==> src/rtl/regfile_wb_arbiter.sv <==
// regfile_wb_arbiter: two-requester writeback buffer and arbiter for the regfile write port
module regfile_wb_arbiter #(
  parameter int ADDR_W = 5,
  parameter int DATA_W = 32,
  parameter int CNT_W = 16
) (
  input  logic              clk,
  input  logic              rst,
  input  logic              a_valid,
  input  logic [ADDR_W-1:0] a_addr,
  input  logic [DATA_W-1:0] a_data,
  output logic              a_ready,
  input  logic              b_valid,
  input  logic [ADDR_W-1:0] b_addr,
  input  logic [DATA_W-1:0] b_data,
  output logic              b_ready,
  output logic              rf_we,
  output logic [ADDR_W-1:0] rf_waddr,
  output logic [DATA_W-1:0] rf_wdata,
  output logic              rf_src,
  output logic [CNT_W-1:0]  stall_cnt
);
  logic a_full, b_full, a_old, ptr;
  logic [ADDR_W-1:0] a_aq, b_aq;
  logic [DATA_W-1:0] a_dq, b_dq;
  logic grant, a_win, b_win, a_load, b_load, a_stay, b_stay, stall;
  // arbitration over buffered entries; same address defers to the older entry, else round-robin
  always_comb begin
    grant = a_full || b_full;
    b_win = b_full && (!a_full || (a_aq == b_aq ? !a_old : ptr));
    a_win = a_full && !b_win;
    a_ready = rst && (!a_full || a_win);
    b_ready = rst && (!b_full || b_win);
    a_load = a_valid && a_ready && (a_addr != '0);
    b_load = b_valid && b_ready && (b_addr != '0);
    a_stay = a_full && !a_win;
    b_stay = b_full && !b_win;
    stall = (a_valid && !a_ready) || (b_valid && !b_ready);
  end
  // buffer capture, age tracking, pointer update, registered write port and stall counter
  always_ff @(posedge clk or negedge rst) begin
    if (!rst) begin
      a_full <= 1'b0;
      b_full <= 1'b0;
      a_old <= 1'b0;
      ptr <= 1'b0;
      a_aq <= '0;
      b_aq <= '0;
      a_dq <= '0;
      b_dq <= '0;
      rf_we <= 1'b0;
      rf_waddr <= '0;
      rf_wdata <= '0;
      rf_src <= 1'b0;
      stall_cnt <= '0;
    end else begin
      a_full <= a_load || a_stay;
      b_full <= b_load || b_stay;
      if (a_load) begin
        a_aq <= a_addr;
        a_dq <= a_data;
      end
      if (b_load) begin
        b_aq <= b_addr;
        b_dq <= b_data;
      end
      a_old <= (a_load && b_load) ? 1'b1 : (a_load && b_stay) ? 1'b0 : (b_load && a_stay) ? 1'b1 : a_old;
      if (a_full && b_full && a_aq != b_aq) ptr <= a_win;
      rf_we <= grant;
      if (grant) begin
        rf_waddr <= b_win ? b_aq : a_aq;
        rf_wdata <= b_win ? b_dq : a_dq;
        rf_src <= b_win;
      end
      if (stall && stall_cnt != '1) stall_cnt <= stall_cnt + CNT_W'(1);
    end
  end
endmodule

==> config.mk <==
export PLATFORM = sky130hd
export DESIGN_NAME = regfile_wb_arbiter
export DESIGN_NICKNAME = d
export VERILOG_FILES = /design/src/rtl/regfile_wb_arbiter.sv
export SDC_FILE = /design/constraint.sdc
export NUM_CORES = 1
export LEC_CHECK = 0
export ABC_CLOCK_PERIOD_IN_PS = 3700
export CORE_MARGIN = 3
export CORE_UTILIZATION = 37
export DETAILED_ROUTE_END_ITERATION = 7
export SYNTH_ARGS = -nofsm -noshare
export SYNTH_HDL_FRONTEND = slang
export SYNTH_SLANG_ARGS = --single-unit
export TNS_END_PERCENT = 10
==> constraint.sdc <==
create_clock -name clk -period 3.7 [get_ports clk]
set_input_delay 0.74 -clock clk [delete_from_list [all_inputs] [get_ports clk]]
set_output_delay 0.74 -clock clk [all_outputs]
set_load 0.01 [all_outputs]
==> impl.org, run 1 <==
** Clock network
- Clock Path Buffers :: 2
- Number of instances resized during post-cts repair :: 0
- Number of buffers inserted to repair setup after CTS :: 0
- TritonCTS clock tree :: yes
- Source-to-sink clock delay at the later pin of the worst-skew pair :: 0.42 ns
- The H-tree generated during clock tree synthesis spans 4 levels.
- The tree is rooted in a sky130_fd_sc_hd__clkbuf_16.
- The clock net in this run drives a total of 133 sinks.
- Buffers inserted to repair hold after CTS numbered 0.
- Clock buffers created by TritonCTS :: 17
- Clock-pin slew reported for the worst setup and hold paths after clock tree synthesis :: 0.06 ns

** STA
- Number of setup violations in the final report :: 0
- Fin Setup TNS :: 0 ns
- Dividing the final minimum period by the clock period gives 85.0%.
- For the pin with the worst max-slew slack, the measured transition is 1.03 ns.
- Worst setup margin :: 0.554 ns
- Final Skew :: 0.0129 ns
- RSZ-0062 raised after global routing :: no
- Relative max-transition margin :: 31.1%
- The final max-slew violation count was 0.
- Total count of hold-check failures in the final report :: 0
- Post-route minimum period :: 3.15 ns
- For this run, the top clock speed supported by timing is 318 MHz.

** Job
- Max-cap violations in this run came to 0.

** Placement
- At the end of routability-driven placement, the weighted congestion stood at 0.827.
- Sum of net half-perimeters after detailed placement :: 10.3 mm
- Minimum setup slack after placement :: 0.737 ns
- During placement, the flow inserted port buffers numbering 134.

** Setup path
- At the worst endpoint, the required time is 2.96 ns.
- At the worst endpoint, the arrival time is 2.41 ns.
- The worst setup path is launched from a register.
- Worst flop-to-flop path endpoint :: rf_wdata[20]
- Largest fanout on the critical path :: 5
- By startpoint and endpoint, the worst setup path is classified as register to output pin.
- Worst reg2reg startpoint :: b_aq[3]
- Length in cells of the worst reg-to-reg path :: 6
- Register-to-register path setup slack :: 1.16 ns
- STA classifies the critical path endpoint as an output pin.

** Synthesis
- The synthesized netlist occupies a cell area of 6090 µm².
- After synthesis, the share of flip-flops with an asynchronous set or reset is 100%.
- Share of synthesized cell area in full adder, half adder and majority cells :: 0.206%
- Counting every instance in the synthesized netlist gives 532.
- Cell types occupying the most area after synthesis :: sky130_fd_sc_hd__dfrtp_1 55%, sky130_fd_sc_hd__mux2_2 11%, sky130_fd_sc_hd__nand2_1 5.2%
- Area share of xor/xnor cells in the synthesized design :: 2.73%
- Of the total synthesized cell area, the portion taken by AND, OR, NAND and NOR gates is 14.0%.
- The synthesized design contains 0 enable-type register cells.
- Post-synthesis mux area share :: 14.0%
- Synthesized flop and latch total :: 133
- The synthesized netlist contains 40 unique library cells.
- The commonest cells after synthesis are 133 x sky130_fd_sc_hd__dfrtp_1, 84 x sky130_fd_sc_hd__nand2_1, 62 x sky130_fd_sc_hd__mux2_2.
- During synthesis, Yosys emitted a total of 0 warnings.
- Synthesis produced a netlist with a net count of 611.
- Combinational family with the most area after synthesis :: simple AND/OR/NAND/NOR gates
- Among all cell types in the netlist, the one instantiated most often is sky130_fd_sc_hd__dfrtp_1.
- Area share of the largest cell type after synthesis :: 54.7%
- The synthesized netlist devotes 10.8% of its cell area to compound gates.
- Biggest area consumer among synthesized cells :: sky130_fd_sc_hd__dfrtp_1
- Among all flip-flop cells after synthesis, the most frequent one is sky130_fd_sc_hd__dfrtp_1.
- Share of the yosys chip area belonging to registers :: 54.7%
- Each instance of the synthesized netlist takes up on average 11.4 µm².

** Floorplan
- The core region is 16,000 µm².
- Starting utilization of the core area :: 38.1%
- Y dimension of the die :: 134 µm
- Die area :: 18,000 µm²
- 135 I/O pins were placed.
- In this run the horizontal extent of the chip is 134 µm.
- Cell Rows :: 46

** Power
- Net switching power :: 1470 µW
- For this design the static power due to leakage is 0.00334 µW.
- Dividing total power by cell area gives a power density of 621 nW/µm².
- Switching part of the total power :: 28.8%
- Clk pwr share :: 34.3%
- Reg power frac :: 39.9%
- Worst IR drop on VDD :: 0.000410 V
- Comb pwr share :: 25.8%
- The internal portion of the total power is 3630 µW.

** Drt
- Final wirelength :: 15.8 mm
- Antenna violation net count after detailed routing :: 0
- After detailed routing, the average wire length per cell comes to 17.8 µm.
- In the routed layout, each cell is associated on average with a via count of 5.20.
- Across all layers, the routed design uses 4,630 vias.
- After detailed routing, the number of remaining DRC violations is 0.
- Iter 0 DRT Violations :: 242
- DR pass1 iterations :: 4

** Global route
- Wire length of the first global-routing pass :: 25.3 mm
- Entering global routing, the biggest net connects 85 pins.
- For this run the aggregate overflow at the end of global routing stands at 0.
- The number of global-route vias before repair was 4,802.
- Global routing usage summed across all routing layers :: 17.9%
- Initial antenna violation count :: 0

** Finish
- P&R area growth vs syn :: 35.0%
- The filler cells instantiated in the layout total 1,443.
- Net count reported at finish :: 740
- Share of post-route cells with drive strength above 1 :: 16.8%
- Antenna Cells :: 0

** Hold path
- The tightest min-delay check is of the input port to async pin type.

** Run status
- The run finished with clean final reports.
-- power groups by stage --
stage	Combinational, µW	Clock [µW]	Sequential [µW]
final	1320	1750	2040
after global routing	1440	1860	2080
after CTS	1340	1800	2040
after detailed placement	1330	0	2050
after global placement	1310	0	2040
after floorplan	641	0	2070
-- sequential cells by signal, summed over array words and instances (netlist names), 5 cells and up --
signal / flops
rf_wdata: 32
a_aq: 5
a_dq: 32
b_aq: 5
stall_cnt: 16
b_dq: 32
rf_waddr: 5
-- final cells by class --
cell class | instances | area [µm²] | area share (%)
Multi-Input combinational cell | 360 | 2550 | 31.0
Inverter | 7 | 26.3 | 0.320
Sequential cell | 133 | 3330 | 40.5
Clock buffer | 18 | 429 | 5.22
Tap cell | 216 | 270 | 3.29
Clock inverter | 14 | 185 | 2.25
Timing Repair Buffer | 142 | 1430 | 17.4
-- cell families after synthesis --
| kind of cell | after synthesis |
|---|---|
| AOI/OAI and AO/OA | 91 |
| xor gates and xnor gates | 19 |
| adders and majority gates | 1 |
| buffers and inverters | 39 |
| DFF | 133 |
| muxes | 76 |
| and+or+nand+nor | 173 |
-- layer usage --
metal  share of wire [%]  vias up  routed length, µm  GRT usage, %
li1                    -     2149                  -             -
met4                 2.0        0                312          5.83
met2                  46      153               7280          27.4
met3                 7.0       24               1100          6.23
met1                  45     2304               7120          24.0
met5                   0        -                  0             0
-- metrics by stage --
step	std cells	total power (µW)	hold WS, ns	area [µm²]	utilization, %
after CTS	890	5170	0.178	8220	51.4
after global placement	858	3350	0.474	7600	47.5
after detailed placement	858	3390	0.481	7600	47.5
after floorplan	532	2710	0.444	6090	-
final	890	5100	0.187	8220	51.4
after global routing	890	5380	0.190	8220	51.4
-- worst max-delay path by stage --
stage               from       end  slack, ns  cells after the start
3_3_place_gp   b_addr[1]   b_aq[0]       0.76                      6
2_1_floorplan  b_addr[1]  b_dq[11]       1.47                      5
5_1_grt          b_aq[3]   a_ready       0.46                      6
6_report         b_aq[3]   a_ready       0.55                      6
4_1_cts          b_aq[3]   a_ready       0.53                      6
3_5_place_dp   b_addr[1]  b_dq[30]       0.74                      6
-- critical path: stages (launching register included) --
cell and delay [ns]:
sky130_fd_sc_hd__dfrtp_1 0.42, sky130_fd_sc_hd__xnor2_1 0.24, sky130_fd_sc_hd__nand3_1 0.20, sky130_fd_sc_hd__o21ai_4 0.31, sky130_fd_sc_hd__a21oi_4 0.14, sky130_fd_sc_hd__nor2_1 0.13, sky130_fd_sc_hd__clkdlybuf4s50_1 0.55
-- layout by cell type (no fill, tap or decap), types with 2 or more instances in the layout --
cell type and n:
sky130_fd_sc_hd__o2bb2ai_1 2, sky130_fd_sc_hd__inv_1 7, sky130_fd_sc_hd__nand3_2 2, sky130_fd_sc_hd__o21ai_0 3, sky130_fd_sc_hd__mux2_1 12, sky130_fd_sc_hd__clkinvlp_4 3, sky130_fd_sc_hd__mux2i_1 2, sky130_fd_sc_hd__nor3_1 3
sky130_fd_sc_hd__nand2_1 84, sky130_fd_sc_hd__and3_1 7, sky130_fd_sc_hd__nor2_1 10, sky130_fd_sc_hd__nand4_1 4, sky130_fd_sc_hd__a211oi_1 37, sky130_fd_sc_hd__or3_1 2, sky130_fd_sc_hd__clkbuf_16 17, sky130_fd_sc_hd__a31oi_1 41
sky130_fd_sc_hd__bufinv_16 4, sky130_fd_sc_hd__o21ai_4 2, sky130_fd_sc_hd__dfrtp_1 132, sky130_fd_sc_hd__o2111ai_1 2, sky130_fd_sc_hd__clkdlybuf4s50_1 133, sky130_fd_sc_hd__clkinv_2 5, sky130_fd_sc_hd__xnor2_1 19, sky130_fd_sc_hd__buf_12 2
sky130_fd_sc_hd__clkinv_4 2, sky130_fd_sc_hd__mux2_2 62, sky130_fd_sc_hd__or2_2 2, sky130_fd_sc_hd__nand3_1 13, sky130_fd_sc_hd__buf_4 6, sky130_fd_sc_hd__and2_1 38
Note: power is estimated with default switching activity, not from simulation.
==> run 2, diff against run 1 <==
- DONT_BUFFER_PORTS: default -> 1
- HOLD_SLACK_MARGIN: default -> 0.12
==> impl.org, run 2 (same netlist as run 1, synthesis figures left out) <==
** STA
- The transition time of the tightest slew-check pin came to 0.916 ns (was 1.03 ns).
- The share of the clock period used by the worst path was 74.6% (was 85.0%).
- The worst setup margin was 0.941 ns (was 0.554 ns).
- The worst relative slew slack is 38.9% (was 31.1%).
- The worst-case clock skew is 0.0116 ns (was 0.0129 ns).
- Post-route minimum period :: 2.76 ns (was 3.15 ns)
- The final hold violation count was 0 (unchanged).
- The total setup violations reported at the end of the flow is 0 (unchanged).
- The maximum operating frequency came to 362 MHz (was 318 MHz).
- Worst Hold Margin :: 0.0275 ns (was 0.187 ns)
- Max-slew violation count :: 0 (unchanged)
- RSZ-0062 raised after global routing: no (unchanged).
- Fin Setup TNS :: 0 ns (unchanged)

** Clock network
- The clock-pin transition on the worst setup and hold timing paths was 0.06 ns (about the same).
- Number of instances resized during post-cts repair :: 0 (unchanged)
- Number of levels the H-tree was split into :: 4 (unchanged)
- The number of clock buffers inserted by TritonCTS was 17 (unchanged).
- The buffer count from post-CTS setup fixing was 0 (unchanged).
- The clock tree from TritonCTS is yes (unchanged).
- The clock sink total was 133 (unchanged).
- The maximum clock path buffer count was 2 (unchanged).
- Source-to-sink clock delay at the later pin of the worst-skew pair :: 0.41 ns (was 0.42 ns)
- The clock tree root driver cell was sky130_fd_sc_hd__clkbuf_16 (unchanged).

** Global route
- The maximum number of pins on one net before global-route repair came to 139 (was 85).
- Residual overflow from global routing :: 0 (unchanged)
- The number of antenna violations at the first check in global routing came to 2 (was 0).
- The global-route wire length before repair is 23.8 mm (was 25.3 mm).
- Vias in the first global route :: 4,247 (was 4,802)
- The total routing usage reported by global routing was 16.9% (was 17.9%).

** Finish
- Post-Route Utilization :: 42.7% (was 51.4%)
- The share of final-layout standard cells stronger than drive strength 1 was 20.4% (was 16.8%).
- The final net count was 604 (was 740).
- Filler Cells Inserted :: 1,561 (was 1,443)
- P&R area growth vs syn :: 12.3% (was 35.0%)
- The number of non-filler instances in the completed layout is 756 (was 890).
- Most frequent cells in the layout: 132 x sky130_fd_sc_hd__dfrtp_1, 84 x sky130_fd_sc_hd__nand2_1, 62 x sky130_fd_sc_hd__mux2_2, 41 x sky130_fd_sc_hd__a31oi_1, 38 x sky130_fd_sc_hd__and2_1 (was 133 x sky130_fd_sc_hd__clkdlybuf4s50_1, 132 x sky130_fd_sc_hd__dfrtp_1, 84 x sky130_fd_sc_hd__nand2_1, 62 x sky130_fd_sc_hd__mux2_2, 41 x sky130_fd_sc_hd__a31oi_1).
- Most common library cell in the layout ignoring fill and taps :: sky130_fd_sc_hd__dfrtp_1 (was sky130_fd_sc_hd__clkdlybuf4s50_1)
- Area used by multi-input combinational logic :: 2550 µm² (unchanged)
- Sequential cell area :: 3330 µm² (unchanged)
- Top flop regs: a_dq (32), b_dq (32), rf_wdata (32) (unchanged).

** Setup path
- The longest individual stage delay on the worst path was 0.66 ns (was 0.55 ns).
- Sequence of cells on the critical path :: xnor2_1 > nand3_1 > o21ai_4 > nand2_4 > o21ai_4 > buf_4 > mux2_2 (was xnor2_1 > nand3_1 > o21ai_4 > a21oi_4 > nor2_1 > clkdlybuf4s50_1)
- Critical path data arrival time :: 3.05 ns (was 2.41 ns)
- The nature of the critical path startpoint is a register (unchanged).
- The start-to-end type of the worst setup path was register to register (was register to output pin).
- The cell depth of the worst flop-to-flop path came to 7 (was 6).
- The category of the worst setup path capture point is a register (was output pin).
- The slowest library cell on the worst path is sky130_fd_sc_hd__o21ai_4 (was sky130_fd_sc_hd__clkdlybuf4s50_1).
- The largest fanout of any net on the critical path was 22 (was 5).
- The source of the worst register-to-register timing path is a_aq[4] (was b_aq[3]).
- The destination of the worst register-to-register timing path is b_dq[18] (was rf_wdata[20]).
- Cell occurring most often along the worst timing path :: sky130_fd_sc_hd__o21ai_4
- The register-to-register setup slack came to 0.94 ns (was 1.16 ns).
- The critical path startpoint is a_aq[4] (was b_aq[3]).
- Data required time of the critical path :: 3.99 ns (was 2.96 ns)

** Drt
- Iter 0 DRT Violations :: 246 (was 242)
- The number of nets still failing antenna checks after routing came to 0 (unchanged).
- Final wirelength :: 14.8 mm (was 15.8 mm)
- Average wire per standard cell :: 19.6 µm (was 17.8 µm)
- DRC violations left :: 0 (unchanged)
- Vias :: 4,160 (was 4,630)
- DR pass1 iterations :: 7 (was 4)
- Detailed-route vias per instance :: 5.50 (was 5.20)

** Floorplan
- Die area :: 18,000 µm² (unchanged)
- Starting utilization of the core area :: 38.1% (unchanged)
- The number of rows in the core area was 46 (unchanged).
- Ports :: 135 (unchanged)
- Chip width :: 134 µm (unchanged)
- Floorplan core area :: 16,000 µm² (unchanged)
- The overall die height came to 134 µm (unchanged).

** Power
- The maximum vdd ir drop was 0.000326 V (was 0.000410 V).
- The leakage dissipation was 0.00280 µW (was 0.00334 µW).
- Cell area power density :: 677 nW/µm² (was 621 nW/µm²)

** Placement
- Port Buf Inserts :: 0 (was 134)
- The final weighted congestion of routability-driven global placement was 0.953 (was 0.827).
- The worst slack after detailed placement came to 0.930 ns (was 0.737 ns).
- Number of placed instances with taps included :: 722 (was 858)
- The HPWL after detailed placement is 9.58 mm (was 10.3 mm).

** Run status
- Status :: complete, no violations (unchanged)

** Hold path
- The class of the tightest hold or removal check is input port to async pin (unchanged).

** Job
- Max-capacitance violation count :: 0 (unchanged)
## run 2: final cells by class
class,instances,area share (%)
Multi-Input combinational cell,360,37.3
Antenna cell,2,0.0732
Inverter,7,0.384
Clock inverter,13,2.31
Timing Repair Buffer,6,0.842
Tap cell,216,3.95
Sequential cell,133,48.7
Clock buffer,19,6.48
## run 2: through the flow
| step | power [µW] | instance area [µm²] |
|---|---|---|
| after floorplan | 2710 | 6090 |
| final | 4630 | 6840 |
| after detailed placement | 2950 | 6230 |
| after global placement | 2900 | 6230 |
| after global routing | 4890 | 6840 |
| after CTS | 4690 | 6830 |
## run 2: worst max-delay path by stage
stage	to	slack (ns)
after floorplan	b_dq[11]	1.47
after global placement	b_dq[23]	0.99
after detailed placement	b_dq[23]	0.93
after CTS	b_dq[18]	0.89
after global routing	b_dq[23]	0.72
final	b_dq[18]	0.94
## run 2: layer usage
metal,vias up,global-route usage (%),part of all wire (%)
li1,1882,-,-
met1,2102,21.3,42
met2,161,26.8,48
met3,15,6.64,8.9
met4,0,5.43,1.1
met5,-,0,0
## run 2: report_power, final
group | total [µW] | internal (µW) | switching [µW]
logic | 765 | 369 | 395
registers | 2150 | 1790 | 363
clock network | 1710 | 1080 | 637
total | 4630 | 3230 | 1390
## run 2: worst max-delay path: cells and delay by family, from the launching register on
kind	cells	cell delay [ns]
XOR/XNOR	1	0.23
flip-flops	1	0.42
AO/OA/AOI/OAI	2	0.96
multiplexers	1	0.36
buffers and inverters	1	0.38
AND/OR/NAND/NOR	2	0.28
==> run 3, diff against run 2 <==
- ABC_CLOCK_PERIOD_IN_PS: 3700 -> 2600
- clock period: 3.7 -> 2.6 ns (I/O delays scaled with it)
==> impl.org, run 3 (same netlist as run 1, synthesis figures left out) <==
** Run status
- Status: finished with violations (was complete, no violations).
- Failing checks :: hold timing

** Clock network
- Clock-pin slew reported for the worst setup and hold paths after clock tree synthesis :: 0.06 ns (about the same)
- Clk sink count :: 133 (unchanged)
- The clock latency of the later-clocked register in the worst-skew pair came to 0.41 ns (about the same).
- The number of clock buffers inserted by TritonCTS is 17 (unchanged).
- TritonCTS clock tree :: yes (unchanged)
- Clock Path Buffers :: 2 (unchanged)
- The total number of H-tree levels was 4 (unchanged).
- The clock tree root driver cell is sky130_fd_sc_hd__clkbuf_16 (unchanged).

** Global route
- Initial antenna violation count :: 2 (unchanged)
- Wire length of the first global-routing pass :: 23.8 mm (about the same)
- Pin count of the biggest net entering global routing :: 139 (unchanged)
- Residual overflow from global routing :: 0 (unchanged)
- Global routing usage summed across all routing layers :: 17.0% (was 16.9%)
- Vias in the first global route :: 4,367 (was 4,247)

** Drt
- The total detailed-routing wirelength came to 14.8 mm (about the same).
- The routed wire length per instance came to 19.4 µm (was 19.6 µm).
- Iter 0 DRT Violations :: 226 (was 246)
- Antenna violation net count after detailed routing :: 0 (unchanged)
- The iteration count of the initial detailed-routing pass came to 4 (was 7).
- Detailed-route vias per instance :: 5.44 (was 5.50)
- Vias :: 4,144 (was 4,160)
- The number of DRC violations after detailed routing was 0 (unchanged).

** Placement
- Port Buf Inserts :: 0 (unchanged)
- Post-DP Area :: 6300 µm² (was 6230 µm²)
- Number of placed instances with taps included :: 729 (was 722)
- The final weighted congestion of routability-driven global placement is 0.925 (was 0.953).
- Sum of net half-perimeters after detailed placement :: 9.72 mm (was 9.58 mm)

** Setup path
- The destination of the worst register-to-register timing path was b_dq[25] (was b_dq[18]).
- The nature of the critical path startpoint is a register (unchanged).
- The largest fanout of any net on the critical path is 5 (was 22).
- The longest individual stage delay on the worst path was 0.41 ns (was 0.66 ns).
- Length in cells of the worst reg-to-reg path :: 7 (unchanged)
- Critical path data arrival time :: 1.92 ns (was 3.05 ns)
- The start-to-end type of the worst setup path is register to output pin (was register to register).
- Cell type of the slowest stage on the worst timing path :: sky130_fd_sc_hd__dfrtp_1 (was sky130_fd_sc_hd__o21ai_4)
- The category of the worst setup path capture point is an output pin (was register).
- Register-to-register path setup slack :: 0.42 ns (was 0.94 ns)
- The source of the worst register-to-register timing path is b_aq[4] (was a_aq[4]).
- Sequence of cells on the critical path: xnor2_1 > and3_1 > nand3_2 > a21oi_4 > nor2_1 (was xnor2_1 > nand3_1 > o21ai_4 > nand2_4 > o21ai_4 > buf_4 > mux2_2).
- Data required time of the critical path :: 2.08 ns (was 3.99 ns)

** STA
- The worst relative slew slack came to 38.2% (was 38.9%).
- The clock period could shrink to 2.44 ns.
- Tcrit/Tclk final :: 93.8%
- Number of setup violations in the final report :: 0 (unchanged)
- Max-slew violation count :: 0 (unchanged)
- Final Skew :: 0.00880 ns (was 0.0116 ns)
- Highest clock rate :: 410 MHz
- Total count of hold-check failures in the final report :: 133 (was 0)
- Worst Hold Margin :: -0.193 ns (was 0.0275 ns)
- The sum of negative setup slack is 0 ns (unchanged).
- RSZ-0062 raised after global routing: no (unchanged).
- The transition time of the tightest slew-check pin came to 0.926 ns (was 0.916 ns).

** Floorplan
- The width of the chip came to 134 µm (unchanged).
- The number of rows in the core area came to 46 (unchanged).
- The total core area was 16,000 µm² (unchanged).
- Ports :: 135 (unchanged)
- The overall die height came to 134 µm (unchanged).
- The effective utilization at floorplan is 38.1% (unchanged).
- The total die area was 18,000 µm² (unchanged).

** Finish
- Most common library cell in the layout ignoring fill and taps :: sky130_fd_sc_hd__dfrtp_1 (unchanged)
- The number of non-filler instances in the completed layout was 762 (was 756).
- P&R area growth vs syn :: 14.1% (was 12.3%)
- The share of final-layout standard cells stronger than drive strength 1 came to 21.8% (was 20.4%).
- Top flop regs :: a_dq (32), b_dq (32), rf_wdata (32) (unchanged)
- Most frequent cells in the layout :: 132 x sky130_fd_sc_hd__dfrtp_1, 84 x sky130_fd_sc_hd__nand2_1, 62 x sky130_fd_sc_hd__mux2_2, 41 x sky130_fd_sc_hd__a31oi_1, 38 x sky130_fd_sc_hd__and2_1 (unchanged)
- The area of all placed cells without fillers came to 6950 µm² (was 6840 µm²).
- The final net count is 612 (was 604).
- The antenna diode count was 0 (was 2).

** Power
- Total power consumption of the routed design :: 6730 µW (was 4630 µW)
- Worst IR drop on VDD :: 0.000503 V (was 0.000326 V)
- The leakage dissipation came to 0.00286 µW (was 0.00280 µW).
- Cell area power density :: 968 nW/µm² (was 677 nW/µm²)

** Job
- The count of maximum capacitance violations was 0 (unchanged).

** Hold path
- The class of the tightest hold or removal check is input port to async pin (unchanged).
-- run 3: cell types whose count changed in the layout (fill, tap and decap cells not counted), sizes merged --
cell      previous run  this run
clkinvlp             1         2
buf                  6        14
clkinv               9         2
clkbuf              19        25
diode                2         0
-- run 3: per-stage QoR --
stage / worst slack, ns / util, %
after floorplan: 0.593 / -
after global placement: 0.460 / 39.4
after detailed placement: 0.408 / 39.4
after CTS: 0.112 / 43.4
after global routing: 0.0574 / 43.4
final: 0.161 / 43.4
-- run 3: repair_timing --
action,CTS,global route
gates resized for setup,0,1
setup endpoints to repair,0,1
setup buffers,0,1
hold endpoints to repair,133,133
-- run 3: cell type report --
cell class	count	area, µm²
repair buffers	14	130
clock inverters	7	115
fillers	1536	9050
inverters	7	26.3
clock buffers	25	526
flip-flops and latches	133	3330
multi-input cells	360	2550
well taps	216	270
-- run 3: worst max-delay path, delay by kind of cell, from the launching register on --
| family | cells | cell delay, ns |
|---|---|---|
| XOR/XNOR | 1 | 0.24 |
| flip-flops | 1 | 0.41 |
| AND/OR/NAND/NOR | 3 | 0.54 |
| AO/OA/AOI/OAI | 1 | 0.33 |
-- run 3: worst max path at each step --
stage / startpoint / end / slack, ns / cells after the start
final: b_aq[4] / a_ready / 0.16 / 5
after CTS: b_aq[4] / b_ready / 0.11 / 6
after global routing: b_aq[4] / a_ready / 0.06 / 5
after floorplan: b_addr[1] / b_dq[11] / 0.59 / 5
after global placement: b_addr[1] / b_dq[22] / 0.46 / 5
after detailed placement: b_aq[4] / b_dq[25] / 0.41 / 7
-- run 3: layer usage --
metal / vias to the layer above / share of wire [%] / track usage [%]
met5: - / 0.14 / 0
met4: 4 / 1.0 / 4.58
met3: 22 / 8.8 / 7.95
met2: 127 / 49 / 28.2
met1: 2098 / 41 / 19.8
li1: 1893 / - / -
-- run 3: power breakdown --
group,switching (µW),internal (µW),total (µW)
Combinational,570,546,1120
Clock,864,1690,2550
Sequential,515,2550,3060
